==> src/rtl/pkg_jogo.sv <==
// Shared definitions for the command evaluator: field widths, saturation limits,
// FSM state encodings and saturating arithmetic helpers.
package pkg_jogo;

    localparam int LARG_COMANDO   = 4;
    localparam int LARG_PONTUACAO = 16;
    localparam int LARG_CONTADOR  = 8;

    localparam logic [LARG_PONTUACAO-1:0] MAX_PONTUACAO = 16'hFFFF;
    localparam logic [LARG_CONTADOR-1:0]  MAX_CONTADOR  = 8'hFF;

    typedef logic [2:0] estado_t;

    localparam estado_t OCIOSO = 3'd0;
    localparam estado_t PEDIR  = 3'd1;
    localparam estado_t ESPERA = 3'd2;
    localparam estado_t JANELA = 3'd3;
    localparam estado_t AVALIA = 3'd4;
    localparam estado_t FIM    = 3'd5;

    // Score addition clamped at the top of the 16-bit range.
    function automatic logic [LARG_PONTUACAO-1:0] soma_saturada(
        input logic [LARG_PONTUACAO-1:0] valor,
        input logic [LARG_PONTUACAO:0]   incremento
    );
        logic [LARG_PONTUACAO:0] soma;
        soma = {1'b0, valor} + incremento;
        if (soma > {1'b0, MAX_PONTUACAO}) begin
            return MAX_PONTUACAO;
        end else begin
            return soma[LARG_PONTUACAO-1:0];
        end
    endfunction

    function automatic logic [LARG_CONTADOR-1:0] inc_saturado(
        input logic [LARG_CONTADOR-1:0] valor
    );
        if (valor == MAX_CONTADOR) begin
            return MAX_CONTADOR;
        end else begin
            return valor + 8'd1;
        end
    endfunction

endpackage

==> src/rtl/sincronizador_de_botoes.sv <==
// Two-flop synchronizer for the four player buttons. With ANTIRREPIQUE_EN defined,
// each bit additionally needs ANTIRREPIQUE_CICLOS stable cycles before b_sync follows it.
module sincronizador_de_botoes
    import pkg_jogo::*;
#(
    parameter int ANTIRREPIQUE_CICLOS = 250000
) (
    input  logic                    clk,
    input  logic                    reset,
    input  logic [LARG_COMANDO-1:0] botoes,
    output logic [LARG_COMANDO-1:0] b_sync
);

    logic [LARG_COMANDO-1:0] ff1_r;
    logic [LARG_COMANDO-1:0] ff2_r;

    // Metastability chain for the asynchronous buttons.
    always_ff @(posedge clk or posedge reset) begin
        if (reset) begin
            ff1_r <= 4'b0000;
            ff2_r <= 4'b0000;
        end else begin
            ff1_r <= botoes;
            ff2_r <= ff1_r;
        end
    end

`ifdef ANTIRREPIQUE_EN
    localparam int LARG_AR = $clog2(ANTIRREPIQUE_CICLOS + 1);
    localparam logic [LARG_AR-1:0] LIMITE_AR = LARG_AR'(ANTIRREPIQUE_CICLOS - 1);

    logic [LARG_AR-1:0]      cont_r [LARG_COMANDO];
    logic [LARG_COMANDO-1:0] estavel_r;

    // Per-button stability counter; the output only moves after a full run of the new level.
    always_ff @(posedge clk or posedge reset) begin
        if (reset) begin
            estavel_r <= 4'b0000;
            for (int i = 0; i < LARG_COMANDO; i++) begin
                cont_r[i] <= '0;
            end
        end else begin
            for (int i = 0; i < LARG_COMANDO; i++) begin
                if (ff2_r[i] == estavel_r[i]) begin
                    cont_r[i] <= '0;
                end else if (cont_r[i] == LIMITE_AR) begin
                    estavel_r[i] <= ff2_r[i];
                    cont_r[i]    <= '0;
                end else begin
                    cont_r[i] <= cont_r[i] + 1'b1;
                end
            end
        end
    end

    assign b_sync = estavel_r;
`else
    assign b_sync = ff2_r;
`endif

endmodule

==> src/rtl/avaliador_de_comandos.sv <==
// Command evaluator: requests a command, collects button presses over a timed window
// and scores the result. Optional debounce is enabled with ANTIRREPIQUE_EN.
module avaliador_de_comandos
    import pkg_jogo::*;
#(
    parameter int JANELA_CICLOS       = 25000000,
    parameter int PONTOS_BASE         = 1,
    parameter int BONUS_COMBO         = 8,
    parameter int ANTIRREPIQUE_CICLOS = 250000
) (
    input  logic                      clk,
    input  logic                      reset,
    input  logic                      iniciar,
    input  logic [LARG_COMANDO-1:0]   botoes,
    input  logic [LARG_COMANDO-1:0]   prox_comando,
    input  logic                      fim_de_jogo,
    output logic                      trocar_comando,
    output logic                      acerto,
    output logic                      erro,
    output logic                      jogando,
    output logic [LARG_PONTUACAO-1:0] pontuacao,
    output logic [LARG_CONTADOR-1:0]  combo,
    output logic [LARG_CONTADOR-1:0]  erros
);

    localparam int LARG_JANELA = $clog2(JANELA_CICLOS);
    localparam logic [LARG_JANELA-1:0]  CARGA_JANELA = LARG_JANELA'(JANELA_CICLOS - 1);
    localparam logic [LARG_PONTUACAO:0] INC_BASE     = (LARG_PONTUACAO + 1)'(PONTOS_BASE);
    localparam logic [LARG_PONTUACAO:0] INC_BONUS    = (LARG_PONTUACAO + 1)'(2 * PONTOS_BASE);

    logic [LARG_COMANDO-1:0]   b_sync_s;

    estado_t                   estado_r,   estado_s;
    logic [LARG_COMANDO-1:0]   cmd_r,      cmd_s;
    logic [LARG_COMANDO-1:0]   mascara_r,  mascara_s;
    logic [LARG_JANELA-1:0]    janela_r,   janela_s;
    logic                      trocar_r,   trocar_s;
    logic                      acerto_r,   acerto_s;
    logic                      erro_r,     erro_s;
    logic                      jogando_r,  jogando_s;
    logic [LARG_PONTUACAO-1:0] pont_r,     pont_s;
    logic [LARG_CONTADOR-1:0]  combo_r,    combo_s;
    logic [LARG_CONTADOR-1:0]  erros_r,    erros_s;

    sincronizador_de_botoes #(
        .ANTIRREPIQUE_CICLOS (ANTIRREPIQUE_CICLOS)
    ) u_sincronizador (
        .clk    (clk),
        .reset  (reset),
        .botoes (botoes),
        .b_sync (b_sync_s)
    );

    // Next-state logic; the verdict is computed on the last window cycle so that
    // acerto/erro and the counters are already registered while in AVALIA.
    always_comb begin
        estado_s  = estado_r;
        cmd_s     = cmd_r;
        mascara_s = mascara_r;
        janela_s  = janela_r;
        acerto_s  = 1'b0;
        erro_s    = 1'b0;
        pont_s    = pont_r;
        combo_s   = combo_r;
        erros_s   = erros_r;

        case (estado_r)
            OCIOSO, FIM: begin
                if (iniciar) begin
                    pont_s   = 16'd0;
                    combo_s  = 8'd0;
                    erros_s  = 8'd0;
                    estado_s = PEDIR;
                end else begin
                    estado_s = estado_r;
                end
            end
            PEDIR: begin
                estado_s = ESPERA;
            end
            ESPERA: begin
                if (fim_de_jogo) begin
                    estado_s = FIM;
                end else begin
                    cmd_s     = prox_comando;
                    mascara_s = 4'b0000;
                    janela_s  = CARGA_JANELA;
                    estado_s  = JANELA;
                end
            end
            JANELA: begin
                mascara_s = mascara_r | b_sync_s;
                if (janela_r == '0) begin
                    estado_s = AVALIA;
                    if (mascara_s == cmd_r) begin
                        acerto_s = 1'b1;
                        combo_s  = inc_saturado(combo_r);
                        if (int'(combo_r) >= BONUS_COMBO) begin
                            pont_s = soma_saturada(pont_r, INC_BONUS);
                        end else begin
                            pont_s = soma_saturada(pont_r, INC_BASE);
                        end
                    end else begin
                        erro_s  = 1'b1;
                        combo_s = 8'd0;
                        erros_s = inc_saturado(erros_r);
                    end
                end else begin
                    janela_s = janela_r - 1'b1;
                end
            end
            AVALIA: begin
                estado_s = PEDIR;
            end
            default: begin
                estado_s = OCIOSO;
            end
        endcase

        trocar_s  = (estado_s == PEDIR);
        jogando_s = (estado_s == PEDIR) || (estado_s == ESPERA) ||
                    (estado_s == JANELA) || (estado_s == AVALIA);
    end

    // State and registered outputs; reset discards any window in progress.
    always_ff @(posedge clk or posedge reset) begin
        if (reset) begin
            estado_r  <= OCIOSO;
            cmd_r     <= 4'b0000;
            mascara_r <= 4'b0000;
            janela_r  <= '0;
            trocar_r  <= 1'b0;
            acerto_r  <= 1'b0;
            erro_r    <= 1'b0;
            jogando_r <= 1'b0;
            pont_r    <= 16'd0;
            combo_r   <= 8'd0;
            erros_r   <= 8'd0;
        end else begin
            estado_r  <= estado_s;
            cmd_r     <= cmd_s;
            mascara_r <= mascara_s;
            janela_r  <= janela_s;
            trocar_r  <= trocar_s;
            acerto_r  <= acerto_s;
            erro_r    <= erro_s;
            jogando_r <= jogando_s;
            pont_r    <= pont_s;
            combo_r   <= combo_s;
            erros_r   <= erros_s;
        end
    end

    assign trocar_comando = trocar_r;
    assign acerto         = acerto_r;
    assign erro           = erro_r;
    assign jogando        = jogando_r;
    assign pontuacao      = pont_r;
    assign combo          = combo_r;
    assign erros          = erros_r;

endmodule
==> config.mk <==
export PLATFORM = sky130hd
export DESIGN_NAME = avaliador_de_comandos
export DESIGN_NICKNAME = d
export VERILOG_FILES = /design/src/rtl/pkg_jogo.sv /design/src/rtl/sincronizador_de_botoes.sv /design/src/rtl/avaliador_de_comandos.sv
export SDC_FILE = /design/constraint.sdc
export NUM_CORES = 1
export LEC_CHECK = 0
export ABC_CLOCK_PERIOD_IN_PS = 8670
export BUFFER_PORTS_ARGS = -buffer_cell sky130_fd_sc_hd__buf_4
export CAP_MARGIN = 20
export CORE_MARGIN = 2
export CORE_UTILIZATION = 60
export CTS_CLUSTER_DIAMETER = 40
export CTS_CLUSTER_SIZE = 20
export DETAILED_ROUTE_END_ITERATION = 8
export PLACE_DENSITY = 0.81
export SLEW_MARGIN = 20
export SYNTH_ARGS = -nofsm -noshare
export SYNTH_HDL_FRONTEND = slang
export SYNTH_SLANG_ARGS = --single-unit
==> constraint.sdc <==
create_clock -name clk -period 8.67 [get_ports clk]
set_clock_uncertainty 0.15 [all_clocks]
set_input_delay 1.3005 -clock clk [delete_from_list [all_inputs] [get_ports clk]]
set_output_delay 1.3005 -clock clk [all_outputs]
set_load 0.02 [all_outputs]
==> impl_metrics.py <==
metrics = {
    "run_status": {
        "outcome": "finished, final reports clean",
    },
    "layout": {
        "antennaDiodeCount": 0,
        "final_net_count": 624,
        "area.growth.synth_to_final_pct": 12.6,
        "post_route_cells_drive_above_1_share_pct": 13.5,
    },
    "timing": {
        "final_critical_path_required_period_ps": 3820,
        "final_max_slew_viol_count": 0,
        "grt_setup_unrepaired": "no",
        "layout_worst_path_cycle_share_pct": 44.1,
        "finalHoldViolCount": 0,
        "fin_ws_ps": 4850,
        "max_slew_margin_pct": 47.6,
        "transition_time_at_the_pin_with_the_least_slew_margin_ps": 777,
        "timing.setup.tns_ps": 0,
        "fmax_mhz": 262,
        "final-setup-viol-count": 0,
    },
    "global_routing": {
        "global_route.usage.met2_pct": 46.8,
        "grt.met3_usage_pct": 4.74,
        "top_usage_layer": "met2",
        "grt_start_max_net_pins": 81,
        "grt.overflow.total": 0,
        "first_global_vias": 4228,
        "groute.usage.overall_pct": 28.7,
        "grt_pass1_wl_um": 20300,
        "use_met1_pct": 39.2,
        "grt_antenna_before_repair": 0,
    },
    "synthesis": {
        "ys_ff_latch": 80,
        "synthTopCellsByCount": "80 x sky130_fd_sc_hd__dfrtp_1, 61 x sky130_fd_sc_hd__nand2_1, 49 x sky130_fd_sc_hd__nor2_1",
        "syn_nets": 594,
        "synth-edff-count": 0,
        "synthesis.yosys.warnings": 0,
        "synthDominantCellAreaShare_pct": 41.2,
        "yosys_most_used_dff": "sky130_fd_sc_hd__dfrtp_1",
        "ys_async_sr_fraction_pct": 100,
        "synth.avg_cell_area_sq_um": 8.48,
        "most_area_hungry_cell_type_in_the_yosys_netlist": "sky130_fd_sc_hd__dfrtp_1",
        "ys_seq_area_share_pct": 41.2,
        "synth_cell_types": 58,
        "synth_area_sq_um": 4860,
        "synth.area.top_cells": "sky130_fd_sc_hd__dfrtp_1 41%, sky130_fd_sc_hd__nand2_1 4.7%, sky130_fd_sc_hd__xnor2_1 4.5%",
        "syn-instance-count": 573,
        "most_numerous_cell_in_the_yosys_netlist": "sky130_fd_sc_hd__dfrtp_1",
    },
    "job": {
        "timing.max_cap.violations": 0,
    },
    "route": {
        "vias": 4514,
        "post-route-drc-count": 0,
        "avgViaCountPerCell": 6.36,
        "detail_route.first_pass.iterations": 5,
        "route.final.wire_length_um": 12000,
        "ant_nets": 0,
        "detail_route.wl_per_cell_um": 17.0,
        "initialDrtViolationCount": 342,
    },
    "die": {
        "dieWidth_um": 94.0,
        "initial_utilization_pct": 62.5,
        "placeableCoreArea_sq_um": 7770,
        "floorplan.die.height_um": 94.0,
        "io_pins": 48,
        "std_cell_rows": 32,
        "fp.dieArea_sq_um": 8830,
    },
    "worst_setup_path": {
        "required_ps": 8740,
        "cp-start-kind": "register",
        "critical_path_class": "reg -> reg",
        "critical_path.max_fanout": 15,
        "cp-end-kind": "register",
        "worstPathArrival_ps": 3890,
    },
    "clock_network": {
        "post_cts_resize_count": 0,
        "cts_buffers": 9,
        "clockBufferDepth": 2,
        "clk_transition_reported_paths_ps": 80,
        "cts_setup_buffers": 0,
        "clk_root_buffer_cell": "sky130_fd_sc_hd__clkbuf_8",
        "clock_latency_ps": 360,
        "cts_tree": "done",
        "cts_num_sinks": 80,
        "hold_buffer_count_at_cts": 0,
        "h-tree-depth": 3,
    },
    "placed_design": {
        "place.port_buffers": 47,
        "post-dp-hpwl_um": 8330,
        "globalplace.congestion": 1.02,
        "preCtsSetupSlack_ps": 4930,
    },
    "power": {
        "p_per_area_nw_per_um2": 149,
        "total_leakage_power_nw": 2.34,
        "peakVddDrop_v": 0.000117,
    },
    "worst_hold_path": {
        "hp-class": "reg -> reg",
    },
}
## worst paths after layout
kind | from | slack (ps) | endpoint | cells after the start
min in group asynchronous | reset | 990 | erros[3] | 3
setup reg to reg | pontuacao[2] | 4850 | pontuacao[1] | 8
hold / removal | u_sincronizador.ff1_r[3] | 210 | u_sincronizador.b_sync[3] | 0
max in group asynchronous | reset | 6900 | pontuacao[5] | 3
hold reg to reg | u_sincronizador.ff1_r[3] | 210 | u_sincronizador.b_sync[3] | 0
setup / recovery | pontuacao[2] | 4850 | pontuacao[1] | 8
## state kept, by name (all words and copies together), names as in the netlist, 3 cells and up
name,flops
u_sincronizador.ff1_r,4
pontuacao,16
cmd_r,4
erros,8
u_sincronizador.b_sync,4
janela_r,25
estado_r,3
mascara_r,4
combo,8
## report_power, final
part           internal [mW]  total (mW)  leakage [nW]  switching, mW
registers              0.400       0.427         0.884         0.0268
logic                 0.0294      0.0639          1.33         0.0345
clock network          0.180       0.327         0.120          0.147
## cell usage in the layout, fill, tap and decap left out, types with 4 or more instances in the layout
cell type                  synthesis  routed
sky130_fd_sc_hd__nand4_1          17      17
sky130_fd_sc_hd__nor3_1           27      27
sky130_fd_sc_hd__o31ai_1          10      10
sky130_fd_sc_hd__nor2b_1           4       4
sky130_fd_sc_hd__nor4_1           13      13
sky130_fd_sc_hd__buf_4             0      50
sky130_fd_sc_hd__a22oi_1           7       7
sky130_fd_sc_hd__a31oi_1           5       5
sky130_fd_sc_hd__nor2_1           49      49
sky130_fd_sc_hd__or2_2             4       4
sky130_fd_sc_hd__a211oi_1          4       4
sky130_fd_sc_hd__nand2_1          61      61
sky130_fd_sc_hd__or4_1            10      10
sky130_fd_sc_hd__or3_1            14      14
sky130_fd_sc_hd__inv_1            23      22
sky130_fd_sc_hd__nand3_1          20      20
sky130_fd_sc_hd__and3_1           10      10
sky130_fd_sc_hd__xnor2_1          25      25
sky130_fd_sc_hd__a21oi_1          38      38
sky130_fd_sc_hd__xor2_1           11      11
sky130_fd_sc_hd__dfrtp_1          80      80
sky130_fd_sc_hd__o31a_1            4       4
sky130_fd_sc_hd__o21a_1            6       6
sky130_fd_sc_hd__clkbuf_8          0      11
sky130_fd_sc_hd__o21ai_0          40      40
sky130_fd_sc_hd__nand2b_1          4       4
sky130_fd_sc_hd__ha_1              9       9
## final cells by class
type	count	area (sq um)
flip-flops and latches	80	2000
fillers	635	2300
well taps	102	128
multi-input cells	437	2630
clock buffers	11	151
clock inverters	5	86.3
inverters	24	91.3
repair buffers	51	387
## metrics by stage
stage          instance area [sq um]  cells  utilization (%)  hold WS (ps)  total power [mW]
6_report                        5470    710             70.4           212             0.817
5_1_grt                         5470    710             70.4           222             0.852
4_1_cts                         5470    710             70.4           216             0.821
3_5_place_dp                    5230    694             67.3           197             0.498
3_3_place_gp                    5230    694             67.3           183             0.492
2_1_floorplan                   4860    573                -           181             0.477
## kinds of logic after synthesis
logic type	Yosys count	share of synthesized area (%)
adders and majority gates	9	2.32
DFF	80	41.2
AOI/OAI and AO/OA	145	19.3
xor gates and xnor gates	36	6.49
buffers and inverters	56	4.76
and+or+nand+nor	247	25.9
## critical path, cell delays in order, from the launching register on
cell                       delay, ps
sky130_fd_sc_hd__dfrtp_1         500
sky130_fd_sc_hd__ha_1            370
sky130_fd_sc_hd__nand4_1         350
sky130_fd_sc_hd__or4_1           680
sky130_fd_sc_hd__xnor2_1         230
sky130_fd_sc_hd__a21bo_2         240
sky130_fd_sc_hd__nand4b_1        620
sky130_fd_sc_hd__a21boi_0        420
sky130_fd_sc_hd__o22ai_1         120
## metal layers
metal | up-vias | part of all wire [%]
li1 | 2132 | -
met1 | 2164 | 42
met2 | 188 | 48
met3 | 30 | 7.0
met4 | 0 | 2.3
met5 | - | 0
Power figures use the tool's default switching activity.
